**config.mk**
```make
export PLATFORM = sky130hd
export DESIGN_NAME = cvxif_offload_master_flat
export DESIGN_NICKNAME = d
export VERILOG_FILES = /design/src/rtl/cvxif_offload_master_if.sv /design/src/rtl/cvxif_offload_master.sv /design/src/flat_wrapper.sv
export SDC_FILE = /design/constraint.sdc
export NUM_CORES = 1
export LEC_CHECK = 0
export BUFFER_PORTS_ARGS = -buffer_cell sky130_fd_sc_hd__buf_2
export CORE_AREA = 2 2 116 118
export DETAILED_ROUTE_END_ITERATION = 10
export DIE_AREA = 0 0 118 120
export PLACE_DENSITY_LB_ADDON = 0.1
export SETUP_SLACK_MARGIN = 0.05
export SYNTH_ARGS = -nofsm -noshare
export SYNTH_HDL_FRONTEND = slang
export SYNTH_SLANG_ARGS = --single-unit
export TNS_END_PERCENT = 30
```
**constraint.sdc**
```tcl
create_clock -name clk_i -period 3.3 [get_ports clk_i]
set_input_delay 0.165 -clock clk_i [delete_from_list [all_inputs] [get_ports clk_i]]
set_output_delay 0.165 -clock clk_i [all_outputs]
set_load 0.02 [all_outputs]
```
**src/rtl/cvxif_offload_master_if.sv**
```systemverilog
// CV-X-IF issue and result channels between the CPU-side offload master and
// the MAC4B coprocessor.
//   master modport : drives the issue request and the result ready
//   slave  modport : drives issue ready/response and the result channel
interface cvxif_offload_master_if #(
   parameter int unsigned XLEN    = 32,
   parameter int unsigned IdWidth = 3
);
   // issue channel
   logic                x_issue_valid;
   logic                x_issue_ready;
   logic [31:0]         x_issue_instr;
   logic [2*XLEN-1:0]   x_issue_rs;        // {rs2,rs1}
   logic [1:0]          x_issue_rs_valid;  // {rs2,rs1}
   logic [IdWidth-1:0]  x_issue_id;
   logic                x_issue_accept;
   logic                x_issue_writeback;
   // result channel
   logic                x_result_valid;
   logic                x_result_ready;
   logic [IdWidth-1:0]  x_result_id;
   logic [XLEN-1:0]     x_result_data;
   logic [4:0]          x_result_rd;
   logic                x_result_we;
   logic                x_result_exc;

   modport master (
      output x_issue_valid, x_issue_instr, x_issue_rs, x_issue_rs_valid, x_issue_id,
      input  x_issue_ready, x_issue_accept, x_issue_writeback,
      input  x_result_valid, x_result_id, x_result_data, x_result_rd, x_result_we,
             x_result_exc,
      output x_result_ready
   );

   modport slave (
      input  x_issue_valid, x_issue_instr, x_issue_rs, x_issue_rs_valid, x_issue_id,
      output x_issue_ready, x_issue_accept, x_issue_writeback,
      output x_result_valid, x_result_id, x_result_data, x_result_rd, x_result_we,
             x_result_exc,
      input  x_result_ready
   );
endinterface

```
**src/rtl/cvxif_offload_master.sv**
```systemverilog
// CPU-side CV-X-IF initiator for the MAC4B coprocessor.
// Takes offloaded instructions from the core, issues them with operands and a
// transaction ID, tracks IDs that promised a writeback, forwards results to
// the core writeback port and flags rejected or unmatched traffic.
// Ports:
//   clk_i, rst_ni          clock / async active-low reset
//   instr_*, rs*_i         core offload request (valid/ready)
//   xif (master)           X-interface issue + result channels
//   wb_*                   result forwarded to the core (valid/ready)
//   illegal_o, spurious_o  one-cycle pulses: issue rejected / result dropped
//   busy_o                 issue in flight or any ID pending
// The interface instance must use the same XLEN/IdWidth as this module.
module cvxif_offload_master #(
   parameter int unsigned XLEN           = 32,
   parameter int unsigned IdWidth        = 3,
   parameter int unsigned MaxOutstanding = 4
) (
   input  logic                  clk_i,
   input  logic                  rst_ni,
   input  logic                  instr_valid_i,
   output logic                  instr_ready_o,
   input  logic [31:0]           instr_i,
   input  logic [XLEN-1:0]       rs1_i,
   input  logic [XLEN-1:0]       rs2_i,
   input  logic [1:0]            rs_valid_i,
   cvxif_offload_master_if.master xif,
   output logic                  wb_valid_o,
   input  logic                  wb_ready_i,
   output logic [XLEN-1:0]       wb_data_o,
   output logic [4:0]            wb_rd_o,
   output logic                  wb_we_o,
   output logic                  wb_exc_o,
   output logic                  illegal_o,
   output logic                  spurious_o,
   output logic                  busy_o
);
   localparam int unsigned NumIds = 2**IdWidth;
   localparam int unsigned CntW   = $clog2(MaxOutstanding + 1);

   typedef enum logic {IDLE, ISSUE} state_e;

   typedef struct packed {
      logic [31:0]        instr;
      logic [2*XLEN-1:0]  rs;
      logic [1:0]         rs_valid;
      logic [IdWidth-1:0] id;
   } issue_req_t;

   state_e             state_q, state_d;
   issue_req_t         req_q, req_d;
   logic [IdWidth-1:0] next_id_q, next_id_d;
   logic [NumIds-1:0]  pending_q, pending_d;
   logic [CntW-1:0]    count_q, count_d;
   logic               illegal_q, illegal_d;
   logic               spurious_q, spurious_d;
   logic               track_set, res_hit, res_clr;

   // FSM: next state, issue registers and handshake outputs
   always_comb begin
      state_d       = state_q;
      req_d         = req_q;
      next_id_d     = next_id_q;
      illegal_d     = 1'b0;
      track_set     = 1'b0;
      instr_ready_o = 1'b0;
      xif.x_issue_valid = 1'b0;
      case (state_q)
         IDLE: begin
            // a still-pending next_id would alias two transactions
            instr_ready_o = (count_q < CntW'(MaxOutstanding)) && !pending_q[next_id_q];
            if (instr_valid_i && instr_ready_o) begin
               req_d.instr    = instr_i;
               req_d.rs       = {rs2_i, rs1_i};
               req_d.rs_valid = rs_valid_i;
               req_d.id       = next_id_q;
               state_d        = ISSUE;
            end
         end
         ISSUE: begin
            xif.x_issue_valid = 1'b1;
            if (xif.x_issue_ready) begin
               state_d = IDLE;
               if (xif.x_issue_accept) begin
                  next_id_d = next_id_q + IdWidth'(1);
                  track_set = xif.x_issue_writeback;
               end else begin
                  illegal_d = 1'b1;
               end
            end
         end
         default: state_d = IDLE;
      endcase
   end

   assign xif.x_issue_instr    = req_q.instr;
   assign xif.x_issue_rs       = req_q.rs;
   assign xif.x_issue_rs_valid = req_q.rs_valid;
   assign xif.x_issue_id       = req_q.id;

   // Result path: unmatched IDs are always consumed so they cannot stall the channel
   assign res_hit            = pending_q[xif.x_result_id];
   assign wb_valid_o         = xif.x_result_valid && res_hit;
   assign wb_data_o          = xif.x_result_data;
   assign wb_rd_o            = xif.x_result_rd;
   assign wb_we_o            = xif.x_result_we;
   assign wb_exc_o           = xif.x_result_exc;
   assign xif.x_result_ready = res_hit ? wb_ready_i : 1'b1;
   assign res_clr            = wb_valid_o && wb_ready_i;
   assign spurious_d         = xif.x_result_valid && !res_hit;

   // Set and clear never target the same ID, so both may apply in one cycle
   always_comb begin
      pending_d = pending_q;
      if (res_clr)   pending_d[xif.x_result_id] = 1'b0;
      if (track_set) pending_d[req_q.id]        = 1'b1;
      count_d = count_q + CntW'(track_set) - CntW'(res_clr);
   end

   always_ff @(posedge clk_i or negedge rst_ni) begin
      if (!rst_ni) begin
         state_q    <= IDLE;
         req_q      <= '0;
         next_id_q  <= '0;
         pending_q  <= '0;
         count_q    <= '0;
         illegal_q  <= 1'b0;
         spurious_q <= 1'b0;
      end else begin
         state_q    <= state_d;
         req_q      <= req_d;
         next_id_q  <= next_id_d;
         pending_q  <= pending_d;
         count_q    <= count_d;
         illegal_q  <= illegal_d;
         spurious_q <= spurious_d;
      end
   end

   assign illegal_o  = illegal_q;
   assign spurious_o = spurious_q;
   assign busy_o     = (state_q == ISSUE) || (|pending_q);
endmodule

```
**src/flat_wrapper.sv**
```systemverilog
// flat-port wrapper written by rule: the top's interface ports become plain ports
module cvxif_offload_master_flat 
#(
   parameter int unsigned XLEN           = 32,
   parameter int unsigned IdWidth        = 3,
   parameter int unsigned MaxOutstanding = 4
)
  (clk_i, rst_ni, instr_valid_i, instr_ready_o, instr_i, rs1_i, rs2_i, rs_valid_i, wb_valid_o, wb_ready_i, wb_data_o, wb_rd_o, wb_we_o, wb_exc_o, illegal_o, spurious_o, busy_o, xif_x_issue_valid, xif_x_issue_instr, xif_x_issue_rs, xif_x_issue_rs_valid, xif_x_issue_id, xif_x_issue_ready, xif_x_issue_accept, xif_x_issue_writeback, xif_x_result_valid, xif_x_result_id, xif_x_result_data, xif_x_result_rd, xif_x_result_we, xif_x_result_exc, xif_x_result_ready);
  cvxif_offload_master_if #(.XLEN(XLEN), .IdWidth(IdWidth)) xif_i ();
  input  logic clk_i;
  input  logic rst_ni;
  input  logic instr_valid_i;
  output logic instr_ready_o;
  input  logic [31:0] instr_i;
  input  logic [XLEN-1:0] rs1_i;
  input  logic [XLEN-1:0] rs2_i;
  input  logic [1:0] rs_valid_i;
  output logic wb_valid_o;
  input  logic wb_ready_i;
  output logic [XLEN-1:0] wb_data_o;
  output logic [4:0] wb_rd_o;
  output logic wb_we_o;
  output logic wb_exc_o;
  output logic illegal_o;
  output logic spurious_o;
  output logic busy_o;
  output wire logic [$bits(xif_i.x_issue_valid)-1:0] xif_x_issue_valid;
  output wire logic [$bits(xif_i.x_issue_instr)-1:0] xif_x_issue_instr;
  output wire logic [$bits(xif_i.x_issue_rs)-1:0] xif_x_issue_rs;
  output wire logic [$bits(xif_i.x_issue_rs_valid)-1:0] xif_x_issue_rs_valid;
  output wire logic [$bits(xif_i.x_issue_id)-1:0] xif_x_issue_id;
  input wire logic [$bits(xif_i.x_issue_ready)-1:0] xif_x_issue_ready;
  input wire logic [$bits(xif_i.x_issue_accept)-1:0] xif_x_issue_accept;
  input wire logic [$bits(xif_i.x_issue_writeback)-1:0] xif_x_issue_writeback;
  input wire logic [$bits(xif_i.x_result_valid)-1:0] xif_x_result_valid;
  input wire logic [$bits(xif_i.x_result_id)-1:0] xif_x_result_id;
  input wire logic [$bits(xif_i.x_result_data)-1:0] xif_x_result_data;
  input wire logic [$bits(xif_i.x_result_rd)-1:0] xif_x_result_rd;
  input wire logic [$bits(xif_i.x_result_we)-1:0] xif_x_result_we;
  input wire logic [$bits(xif_i.x_result_exc)-1:0] xif_x_result_exc;
  output wire logic [$bits(xif_i.x_result_ready)-1:0] xif_x_result_ready;
  assign xif_x_issue_valid = xif_i.x_issue_valid;
  assign xif_x_issue_instr = xif_i.x_issue_instr;
  assign xif_x_issue_rs = xif_i.x_issue_rs;
  assign xif_x_issue_rs_valid = xif_i.x_issue_rs_valid;
  assign xif_x_issue_id = xif_i.x_issue_id;
  assign xif_i.x_issue_ready = xif_x_issue_ready;
  assign xif_i.x_issue_accept = xif_x_issue_accept;
  assign xif_i.x_issue_writeback = xif_x_issue_writeback;
  assign xif_i.x_result_valid = xif_x_result_valid;
  assign xif_i.x_result_id = xif_x_result_id;
  assign xif_i.x_result_data = xif_x_result_data;
  assign xif_i.x_result_rd = xif_x_result_rd;
  assign xif_i.x_result_we = xif_x_result_we;
  assign xif_i.x_result_exc = xif_x_result_exc;
  assign xif_x_result_ready = xif_i.x_result_ready;
  cvxif_offload_master #(.XLEN(XLEN), .IdWidth(IdWidth), .MaxOutstanding(MaxOutstanding)) u_core (.clk_i(clk_i), .rst_ni(rst_ni), .instr_valid_i(instr_valid_i), .instr_ready_o(instr_ready_o), .instr_i(instr_i), .rs1_i(rs1_i), .rs2_i(rs2_i), .rs_valid_i(rs_valid_i), .xif(xif_i), .wb_valid_o(wb_valid_o), .wb_ready_i(wb_ready_i), .wb_data_o(wb_data_o), .wb_rd_o(wb_rd_o), .wb_we_o(wb_we_o), .wb_exc_o(wb_exc_o), .illegal_o(illegal_o), .spurious_o(spurious_o), .busy_o(busy_o));
endmodule
```
Word-level counts from Yosys, hierarchy flattened
Cells that the tools add are included.

operators by class
  $add $sub $neg = 3
  order comparisons = 6
  muxes and demuxes = 22
  bitwise logic cells = 4
  reductions and logical operators = 13

operator list
  cell                 count
  $mux 8               2
  $mux 1               15
  $lt 3x4->1 const B   3
  $and 8x8->8          1
  $not 8->8            1
  $or 8x8->8           1
  $reduce_or 8->1      1
  $logic_and 1x1->1    7
  $bmux 1 s3           2
  $demux 1 s3          2
  $ge 3x1->1 const B   2
  $add 3x1->3          1
  $add 3x1->3 const B  1
  $lt 3x3->1 const B   1
  $reduce_and 3->1     1
  $sub 3x1->3          1
  $logic_not 1->1      2
  $pmux 1 s2           1
  $reduce_and 2->1     1
  $logic_or 1x1->1     1
  $not 1->1            1

storage, ports and cells
  register bits = 118
  input bits = 148
  output and inout port bits = 147
  logic and storage cells = 58

Logic depth before layout (Yosys ltp)
Gate-level depths: netlist (run 1).

  word-level depth = 9
  mapped depth = 10

Worst setup path after synthesis (run 1)
OpenSTA, ideal clock, no wires.

  path type = input to register
  from = in xif_x_result_id[0]
  to = reg u_core.count_q[2]
  setup time = 123 ps
  data arrival time = 2145 ps
  required time = 3177 ps
  path slack = 1033 ps
  stages on the path = 10
  cell sequence = clkbuf_1 > mux2i_1 > o22ai_1 > nor3_1 > nor2_1 > ha_1 > inv_1 > ha_1 > fa_1 > xnor2_1

between the ends
  longest elaborated chain between the ends = 5

ends and longest elaborated chain
  what                          RTL line                     text
  start: declaration            flat_wrapper.sv:36           input wire logic [$bits(xif_i.x_result_id)-1:0] xif_x_result_id;
  $bmux 1 s3                    cvxif_offload_master.sv:101  assign res_hit = pending_q[xif.x_result_id];
  $mux 1 (implied by the code)  cvxif_offload_master.sv:101
  $logic_and 1x1->1             cvxif_offload_master.sv:102  assign wb_valid_o = xif.x_result_valid && res_hit;
  $logic_and 1x1->1             cvxif_offload_master.sv:108  assign res_clr = wb_valid_o && wb_ready_i;
  $sub 3x1->3                   cvxif_offload_master.sv:116  count_d = count_q + CntW'(track_set) - CntW'(res_clr);
  named net u_core.count_d[2]   cvxif_offload_master.sv:53   logic [CntW-1:0] count_q, count_d;
  end signal: assignment        cvxif_offload_master.sv:133  count_q <= count_d;
  end: declaration              cvxif_offload_master.sv:53

The timed path passes the listed nets, and every way through them passes these cells. The select of a mux whose other input is x is not followed.
A chain may end at the register's enable or synchronous reset.

Final worst setup path (run 1)
  from = reg u_core.pending_q[7]
  to = reg u_core.count_q[2]

between the ends
  longest elaborated chain between the ends = 5

ends and longest elaborated chain
  what                          RTL line                     text
  start: declaration            cvxif_offload_master.sv:52   logic [NumIds-1:0] pending_q, pending_d;
  start signal: assignment      cvxif_offload_master.sv:132  pending_q <= pending_d;
  $bmux 1 s3                    cvxif_offload_master.sv:101
  $mux 1 (implied by the code)  cvxif_offload_master.sv:101
  $logic_and 1x1->1             cvxif_offload_master.sv:102
  $logic_and 1x1->1             cvxif_offload_master.sv:108
  $sub 3x1->3                   cvxif_offload_master.sv:116
  named net u_core.count_d[2]   cvxif_offload_master.sv:53

The timed path passes the listed nets, and every way through them passes these cells. The select of a mux whose other input is x is not followed.

==> out/qor.csv, run 1 <==
stage,metric,value,unit
yosys,Ys Warns,0,
clock_tree,CTS tree,built,
layout,final non-filler cell total,826,
global_route,met2 usage,32.2,%
timing,RSZ-0062 raised after global routing,no,
yosys,adder-cell area share of the yosys netlist,1.07,%
worst_setup_path,CP max-delay cell,dfrtp_1,
routing,Initial DRT Pass Iterations,4,
timing,Hold Fails Final Rpt,0,
worst_setup_path,critical path class,register to register,
clock_tree,Clock Latency Late Sink,0.41,ns
floorplanning,FP Rows,42,
pwr,power per standard cell area,1020,nW/µm²
timing,Final Skew,0.0115,ns
placement,post-DP HPWL,8370,µm
worst_hold_path,Hold Crit Class,input port to register,
timing,Tcrit/Tclk final,73.1,%
worst_setup_path,critical path startpoint,u_core.pending_q[7],
routing,vias,3827,
worst_setup_path,nature of the critical path endpoint,register,
floorplanning,initial core utilization,41.4,%
yosys,"FF+latch count, synth",118,
timing,Least-Margin Pin Slew,0.738,ns
worst_setup_path,"reg-to-reg slack, setup",0.89,ns
yosys,"Seq/Total Area, Yosys",54.9,%
timing,Max-slew headroom,50.8,%
clock_tree,clock sink total,118,
timing,fin crit period,2.41,ns
routing,Final ANT Viol Nets,0,
layout,P&R area growth vs syn,47.1,%
placement,IO buf count,216,
timing,max-slew violation count,0,
layout,share of layout cells above drive strength 1,54.0,%
yosys,Synth Area in Simple Gates,3.21,%
worst_setup_path,WP buf/inv,1,
yosys,Compound-Gate Fraction of Synth Area,3.19,%
floorplanning,die span in y,120,µm
timing,Final Setup Violations,0,
yosys,Mapped Area,5380,µm²
pwr,Leak,4.05,nW
worst_hold_path,Hold EP,u_core.xif.x_issue_instr[0],
job,total of max-cap violations,0,
yosys,"Avg Cell Area, Syn",15.2,µm²
global_route,GRT Total Usage,18.6,%
layout,number of diodes,0,
worst_setup_path,Crit Reg-Reg Startpoint,u_core.pending_q[7],
global_route,number of global-route vias before repair,4026,
global_route,met1 usage,21.4,%
pwr,Worst VDD drop,418,µV
routing,Starting DRT DRC Count,124,
layout,Final nets,789,
placement,Placed Cells,692,
worst_setup_path,critical path cell sequence,mux2i_1 > o22ai_1 > nor3_1 > nor2_1 > ha_1 > inv_1 > ha_1 > fa_1 > xnor2_1,
floorplanning,CORE AREA,13000,µm²
yosys,multiplexer share of the synthesized area,28.4,%
clock_tree,worst-case clock buffer depth,2,
yosys,Syn Inst Count,353,
placement,GP Congestion,0.870,
routing,residual DRC count,0,
global_route,total gr overflow,0,
worst_hold_path,Hold Startpoint,instr_i[0],
yosys,largest family of logic cells by synthesized area,multiplexers,
floorplanning,Ports,295,
worst_setup_path,WP data arrival,2.70,ns
clock_tree,CTS H-tree depth,4,
routing,WL/cell,15.9,µm
clock_tree,CTS clock-pin slew for the worst setup and hold paths,0.05,ns
worst_setup_path,critical path peak fanout,9,
global_route,met3 Use GR,6.32,%
worst_setup_path,startpoint type of the worst setup path,register,
routing,via/cell ratio,4.63,
yosys,XOR/XNOR Fraction of Synth Area,0.652,%
yosys,Yosys cell types,33,
timing,WHS,0.0137,ns
clock_tree,clock root cell,clkbuf_16,
worst_setup_path,R2R cell count,9,
clock_tree,post-cts repair resize count,0,
clock_tree,total CTS buffers,17,
clock_tree,post-CTS setup buffer count,0,
run_status,outcome,"finished, final reports clean",
worst_setup_path,worst path required time,3.59,ns
layout,fillers,1016,
pwr,Tot Pwr,8.03,mW
worst_setup_path,family with the most delay on the worst path,adder cells,
global_route,GR peak layer,met2,
worst_setup_path,CP dominant cell by count,ha_1,
worst_setup_path,RR Endpoint,u_core.count_q[2],
global_route,largest net degree at the start of global routing,119,
floorplanning,die width,118,µm
timing,Peak Freq,0.414,GHz
worst_setup_path,crit-path max cell delay,0.40,ns
global_route,initial antenna violation count,0,
worst_hold_path,worst hold stages,2,
routing,Post-Route WL,13200,µm
global_route,first-pass GRT wire length,20700,µm
yosys,"Net Count, Synth",505,
timing,TNS Setup,0,ns
floorplanning,die area,14200,µm²
power by group:
part           internal, mW  switching (mW)  leakage [nW]
sequential             2.18           0.458          1.41
combinational          1.79            1.77          2.36
clock                  1.22           0.621         0.287
worst max path at each step:
stage / endpoint / slack [ns] / cells past startpoint
finish: u_core.count_q[2] / 0.89 / 9
CTS: u_core.count_q[2] / 0.88 / 9
floorplan: u_core.count_q[2] / 1.03 / 10
global placement: u_core.count_q[2] / 0.98 / 10
global route: u_core.count_q[2] / 0.66 / 9
detailed placement: u_core.count_q[2] / 0.89 / 10
registers in the layout (all words and copies together) (netlist names):
name and flops:
u_core.count_q 3, u_core.illegal_o 1, u_core.next_id_q 3, u_core.pending_q 8
u_core.spurious_o 1, u_core.state_q 1, u_core.xif.x_issue_id 3, u_core.xif.x_issue_instr 32
u_core.xif.x_issue_rs 64, u_core.xif.x_issue_rs_valid 2
cells in the mapped netlist (all sizes together):
cell | n | area [µm²]
buf | 52 | 420
o22ai | 2 | 12.5
nor4 | 1 | 6.26
clkbuf | 4 | 15.0
or2 | 1 | 6.26
o21ai | 1 | 5.00
a32o | 4 | 40.0
nand2b | 2 | 12.5
o2111ai | 2 | 17.5
nand3 | 1 | 5.00
mux2 | 102 | 1450
nor2b | 2 | 12.5
fa | 1 | 20.0
ha | 3 | 37.5
and2 | 2 | 12.5
o311ai | 1 | 8.76
or3 | 1 | 11.3
a22o | 4 | 35.0
inv | 7 | 26.3
xor2 | 2 | 17.5
dfrtp | 118 | 2950
o31ai | 1 | 7.51
nor3b | 2 | 15.0
nand2 | 5 | 18.8
nor2 | 8 | 30.0
xnor2 | 2 | 17.5
nor3 | 6 | 30.0
mux2i | 8 | 80.1
and3 | 2 | 12.5
o211ai | 6 | 45.0
cell families (layout without fill, tap and decap cells):
family / count (synthesis) / count (layout)
flip-flops: 118 / 118
multiplexers: 110 / 110
buffers and inverters: 63 / 360
AND/OR/NAND/NOR: 33 / 33
AO/OA/AOI/OAI: 21 / 21
adder cells (fa/ha/maj): 4 / 4
XOR/XNOR: 4 / 4
final cells by class:
class	count	area [µm²]	share of cell area, %
Inverter	7	26.3	0.332
Clock inverter	9	125	1.58
Sequential cell	118	2950	37.3
Clock buffer	23	468	5.92
Timing Repair Buffer	321	2150	27.2
Multi-Input combinational cell	172	1960	24.8
Tap cell	176	220	2.79
layout by cell type, fill, tap and decap left out, drive strengths merged, types with 5 or more instances in the layout:
cell         count
mux2           102
o211ai           6
inv              7
mux2i            8
nand2            5
clkbuf          23
buf            219
dlygate4sd3    102
nor2             8
nor3             6
dfrtp          118
metrics by stage:
step                      cell area, µm²  utilization (%)  worst slack [ns]
final                               7910             60.9             0.887
after global routing                7910             60.9             0.660
after CTS                           7910             60.9             0.876
after detailed placement            6290             48.5             0.888
after global placement              6290             48.5             0.982
after floorplan                     5380                -              1.03
layer usage:
layer	routed length [µm]	part of all wire, %
met5	0	0
met4	228	1.7
met3	820	6.2
met2	6630	50
met1	5490	42
what timing repair did:
item / 4_1_cts / 5_1_grt
endpoints found under the setup margin: 0 / 0
hold buffers: 102 / 0
hold endpoints to repair: 218 / 0
No activity file was read; power rests on OpenSTA's default activity.
==> run 2, diff against run 1 <==
==> constraint.sdc (replaced) <==
create_clock -name clk_i -period 2.4 [get_ports clk_i]
set_input_delay 0.12 -clock clk_i [delete_from_list [all_inputs] [get_ports clk_i]]
set_output_delay 0.12 -clock clk_i [all_outputs]
set_load 0.02 [all_outputs]
==> run 2 against run 1 <==
Compared with the run above:
- die area stayed put
- non-clock buffer count grew 7
- flip-flop and latch count stayed put
- critical endpoint is now u_core.xif.x_issue_rs[2]
- final cell count up 0.61%
- routed wire length up 2.1%
- largest power group unchanged
- global-route usage is 0.44 points higher
- via count is 0.65% higher
- critical path depth is 4 lower
- clock power up 27%
- core utilization increased by 0.49 points
- critical path type unchanged
- worst hold slack improved by 0.11 ns
- total power is 36% higher
==> out/qor.csv, run 2 (same netlist as run 1, synthesis figures left out) <==
stage,metric,value,unit
global_route,largest net degree at the start of global routing,60,
timing,Max-slew headroom,65.7,%
routing,Initial DRT Pass Iterations,4,
floorplanning,initial core utilization,41.4,%
routing,residual DRC count,0,
timing,Least-Margin Pin Slew,0.514,ns
worst_setup_path,nature of the critical path endpoint,register,
timing,RSZ-0062 raised after global routing,no,
floorplanning,FP Rows,42,
routing,vias,3852,
placement,IO buf count,216,
clock_tree,total CTS buffers,17,
layout,Final nets,796,
layout,Largest register FFs,64,
routing,Final ANT Viol Nets,0,
timing,TNS Setup,0,ns
clock_tree,CTS tree,built,
routing,Post-Route WL,13400,µm
global_route,first-pass GRT wire length,21000,µm
clock_tree,CTS clock-pin slew for the worst setup and hold paths,0.05,ns
global_route,GRT Total Usage,19.1,%
worst_setup_path,critical path peak fanout,12,
placement,GP Congestion,0.908,
timing,max-slew violation count,0,
floorplanning,Ports,295,
worst_setup_path,critical path class,register to register,
layout,P&R area growth vs syn,48.2,%
timing,Final Setup Violations,0,
global_route,initial antenna violation count,0,
worst_setup_path,WP data arrival,2.45,ns
global_route,met3 Use GR,6.42,%
timing,Peak Freq,0.461,GHz
run_status,outcome,"finished, final reports clean",
placement,placed cell area,6350,µm²
global_route,met1 usage,22.0,%
routing,via/cell ratio,4.64,
timing,Hold Fails Final Rpt,0,
layout,Post-Layout Inst Area,7970,µm²
timing,WHS,0.123,ns
clock_tree,worst-case clock buffer depth,2,
timing,Tcrit/Tclk final,90.3,%
clock_tree,clock sink total,118,
clock_tree,CTS H-tree depth,4,
floorplanning,die span in y,120,µm
global_route,met2 usage,32.3,%
timing,fin crit period,2.17,ns
worst_hold_path,Hold Crit Class,input port to register,
global_route,number of global-route vias before repair,4088,
floorplanning,CORE AREA,13000,µm²
floorplanning,die area,14200,µm²
pwr,Worst VDD drop,701,µV
global_route,GR peak layer,met2,
placement,post-DP HPWL,8700,µm
routing,WL/cell,16.2,µm
layout,share of layout cells above drive strength 1,55.3,%
pwr,Tot Pwr,10.9,mW
timing,Final Skew,0.00782,ns
layout,"commonest cells after routing, fill and taps aside","buf_2, dfrtp_1, dlygate4sd3_1",
layout,"commonest non-fill, non-tap cell in the layout",buf_2,
global_route,total gr overflow,0,
clock_tree,clock root cell,clkbuf_16,
job,total of max-cap violations,0,
worst_setup_path,startpoint type of the worst setup path,register,
pwr,Leak,4.09,nW
pwr,power per standard cell area,1370,nW/µm²
layout,number of diodes,0,
floorplanning,die width,118,µm
routing,Starting DRT DRC Count,162,
clock_tree,Clock Latency Late Sink,0.41,ns
worst_setup_path,worst path required time,2.69,ns
[run 2: layout make-up]
cell class | count | area (µm²)
inverter | 7 | 26.3
clock inverter | 9 | 78.8
multi-input combinational | 172 | 1990
fill | 994 | 5010
tap | 176 | 220
clock buffer | 21 | 470
sequential | 118 | 2950
timing repair buffer | 328 | 2230
[run 2: path summary, 6_finish.rpt]
check,start,to,slack [ns],cells past startpoint
min,xif_x_issue_writeback,u_core.count_q[0],0.12,3
min in group asynchronous,rst_ni,u_core.xif.x_issue_instr[12],0.24,2
max in group asynchronous,rst_ni,u_core.xif.x_issue_instr[26],1.44,3
min reg2reg,u_core.xif.x_issue_rs[39],u_core.xif.x_issue_rs[39],0.50,1
max,u_core.next_id_q[0],u_core.xif.x_issue_rs[2],0.23,5
max reg2reg,u_core.next_id_q[0],u_core.xif.x_issue_rs[2],0.23,5
[run 2: metal layers]
layer / wire (µm) / up-vias
li1: - / 1789
met3: 953 / 25
met2: 6810 / 184
met5: 0 / -
met4: 250 / 0
met1: 5430 / 1854
[run 2: stage by stage]
stage          setup WS (ns)  utilization (%)  instances
4_1_cts                0.107             61.2        830
5_1_grt               0.0682             61.4        831
3_3_place_gp           0.134             49.0        697
6_report               0.233             61.4        831
3_5_place_dp          0.0409             49.0        697
2_1_floorplan          0.178                -        353
[run 2: power by group]
group / total, mW / leakage [nW] / internal [mW] / switching (mW)
clock network: 2.33 / 0.270 / 1.48 / 0.849
registers: 3.61 / 1.41 / 2.99 / 0.619
logic: 4.99 / 2.41 / 2.52 / 2.47
[run 2: critical path, stage by stage (launching register included)]
cell	delay (ns)
dfrtp_1	0.52
mux2i_1	0.31
o311ai_0	0.15
or3_4	0.49
buf_4	0.26
mux2_4	0.31
[run 2: timing repair]
item / CTS / global route
pin swaps: 0 / 1
hold buffers: 103 / 0
hold endpoints to repair: 138 / 0
buffers inserted: 0 / 1
endpoints found under the setup margin: 1 / 2
resized for setup: 1 / 4
==> run 3, diff against run 2 <==
--- a/config.mk
+++ b/config.mk
@@ -7,8 +7,10 @@
 export LEC_CHECK = 0
 export BUFFER_PORTS_ARGS = -buffer_cell sky130_fd_sc_hd__buf_2
 export CORE_AREA = 2 2 116 118
+export CTS_BUF_LIST = sky130_fd_sc_hd__clkbuf_16
 export DETAILED_ROUTE_END_ITERATION = 10
 export DIE_AREA = 0 0 118 120
+export MAX_ROUTING_LAYER = met4
 export PLACE_DENSITY_LB_ADDON = 0.1
 export SETUP_SLACK_MARGIN = 0.05
 export SYNTH_ARGS = -nofsm -noshare
==> run 3 against run 2 <==
Compared with the run above:
- flip-flop and latch count unchanged
- maximum frequency is 0.32% lower
- clock skew rose by 0.00057 ns
- total power shrank 0.98%
- routed wire length decreased by 0.28%
- via count rose by 0.18%
- global-route usage grew 0.42 points
- worst setup slack worse by 0.0071 ns
- critical endpoint unchanged
==> out/qor.csv, run 3 (same netlist as run 1, synthesis figures left out) <==
stage,metric,value,unit
routing,Final ANT Viol Nets,0,
routing,Initial DRT Pass Iterations,4,
layout,P&R area growth vs syn,47.7,%
layout,number of diodes,0,
global_route,number of global-route vias before repair,4072,
timing,WHS,0.124,ns
worst_setup_path,WP data arrival,2.46,ns
layout,"commonest cells after routing, fill and taps aside","buf_2, dfrtp_1, dlygate4sd3_1",
timing,Max-slew headroom,65.5,%
clock_tree,clock sink total,118,
global_route,total gr overflow,0,
floorplanning,CORE AREA,13000,µm²
layout,Post-Layout Inst Area,7940,µm²
clock_tree,CTS H-tree depth,4,
worst_setup_path,worst path required time,2.68,ns
pwr,Worst VDD drop,695,µV
routing,WL/cell,16.1,µm
timing,fin crit period,2.17,ns
placement,IO buf count,216,
timing,Peak Freq,0.460,GHz
floorplanning,initial core utilization,41.4,%
placement,post-DP HPWL,8700,µm
worst_hold_path,Hold Crit Class,input port to register,
placement,GP Congestion,0.923,
worst_setup_path,crit-path max cell delay,0.52,ns
layout,"commonest non-fill, non-tap cell in the layout",buf_2,
worst_setup_path,family with the most delay on the worst path,multiplexers,
clock_tree,worst-case clock buffer depth,2,
timing,Final Skew,0.00839,ns
clock_tree,CTS clock-pin slew for the worst setup and hold paths,0.05,ns
layout,FF+latch area,2950,µm²
global_route,largest net degree at the start of global routing,60,
timing,Tcrit/Tclk final,90.6,%
routing,vias,3859,
worst_setup_path,WP buf/inv,1,
timing,TNS Setup,0,ns
layout,share of layout cells above drive strength 1,54.8,%
global_route,initial antenna violation count,0,
floorplanning,die span in y,120,µm
timing,final setup margin,0.226,ns
floorplanning,FP Rows,42,
routing,residual DRC count,0,
layout,fillers,995,
floorplanning,Ports,295,
timing,RSZ-0062 raised after global routing,no,
placement,placed cell area,6350,µm²
pwr,Leak,4.08,nW
job,total of max-cap violations,0,
clock_tree,total CTS buffers,17,
pwr,power per standard cell area,1360,nW/µm²
run_status,outcome,"finished, final reports clean",
timing,max-slew violation count,0,
timing,Hold Fails Final Rpt,0,
routing,via/cell ratio,4.64,
global_route,first-pass GRT wire length,20900,µm
timing,Final Setup Violations,0,
floorplanning,die area,14200,µm²
worst_setup_path,critical path cell sequence,mux2i_1 > o311ai_0 > or3_4 > buf_4 > mux2_4,
placement,Placement Setup Slack,0.0409,ns
routing,Post-Route WL,13400,µm
worst_setup_path,nature of the critical path endpoint,register,
timing,Least-Margin Pin Slew,0.518,ns
worst_setup_path,critical path peak fanout,12,
layout,final core utilization,61.2,%
worst_setup_path,startpoint type of the worst setup path,register,
layout,Multi-input gate area,1990,µm²
clock_tree,CTS tree,built,
floorplanning,die width,118,µm
clock_tree,clock root cell,clkbuf_16,
layout,Final nets,796,
global_route,GRT Total Usage,19.5,%
clock_tree,Clock Latency Late Sink,0.41,ns
worst_setup_path,critical path class,register to register,
layout,Largest register FFs,64,
routing,Starting DRT DRC Count,140,
worst_setup_path,CP max-delay cell,dfrtp_1,
==> run 3: worst register-to-register path: stages (launching register included) <==
cell,delay [ns]
dfrtp_1,0.52
mux2i_1,0.31
o311ai_0,0.15
or3_4,0.50
buf_4,0.27
mux2_4,0.31
==> run 3: report_power, final <==
part / total [mW] / internal (mW) / switching (mW) / leakage, nW
clock: 2.22 / 1.38 / 0.839 / 0.258
sequential: 3.61 / 2.99 / 0.619 / 1.41
combinational: 5.00 / 2.52 / 2.48 / 2.41
==> run 3: cell type report <==
| class | count | area share [%] |
|---|---|---|
| repair buffers | 328 | 28.1 |
| flip-flops and latches | 118 | 37.2 |
| clock buffers | 17 | 5.36 |
| well taps | 176 | 2.77 |
| multi-input cells | 172 | 25.1 |
| clock inverters | 13 | 1.18 |
| inverters | 7 | 0.331 |
==> run 3: stage by stage <==
step	instances	total power, mW
5_1_grt	831	11.4
3_3_place_gp	697	8.40
2_1_floorplan	353	7.12
6_report	831	10.8
4_1_cts	830	10.9
3_5_place_dp	697	8.47
==> run 3: metal layers <==
metal	track usage [%]	wire length (µm)
met1	22.4	5530
met5	-	0
met4	8.36	250
met2	32.1	6820
met3	5.66	812
==> run 3: path summary, 6_finish.rpt <==
kind                            cells after the start                      start  slack [ns]                      endpoint
worst max-delay path                                5        u_core.next_id_q[0]        0.23      u_core.xif.x_issue_rs[2]
worst min-delay path                                3      xif_x_issue_writeback        0.12             u_core.count_q[0]
worst max register to register                      5        u_core.next_id_q[0]        0.23      u_core.xif.x_issue_rs[2]
worst min register to register                      1  u_core.xif.x_issue_rs[39]        0.50     u_core.xif.x_issue_rs[39]
max in group asynchronous                           3                     rst_ni        1.43  u_core.xif.x_issue_instr[26]
min in group asynchronous                           2                     rst_ni        0.25  u_core.xif.x_issue_instr[12]
==> run 3: what timing repair did <==
item / CTS / global route
hold endpoints to repair: 138 / 0
setup endpoints to repair: 1 / 2
hold buffers: 103 / 0
pin swaps: 0 / 1
gates resized for setup: 1 / 4
buffers inserted: 0 / 1
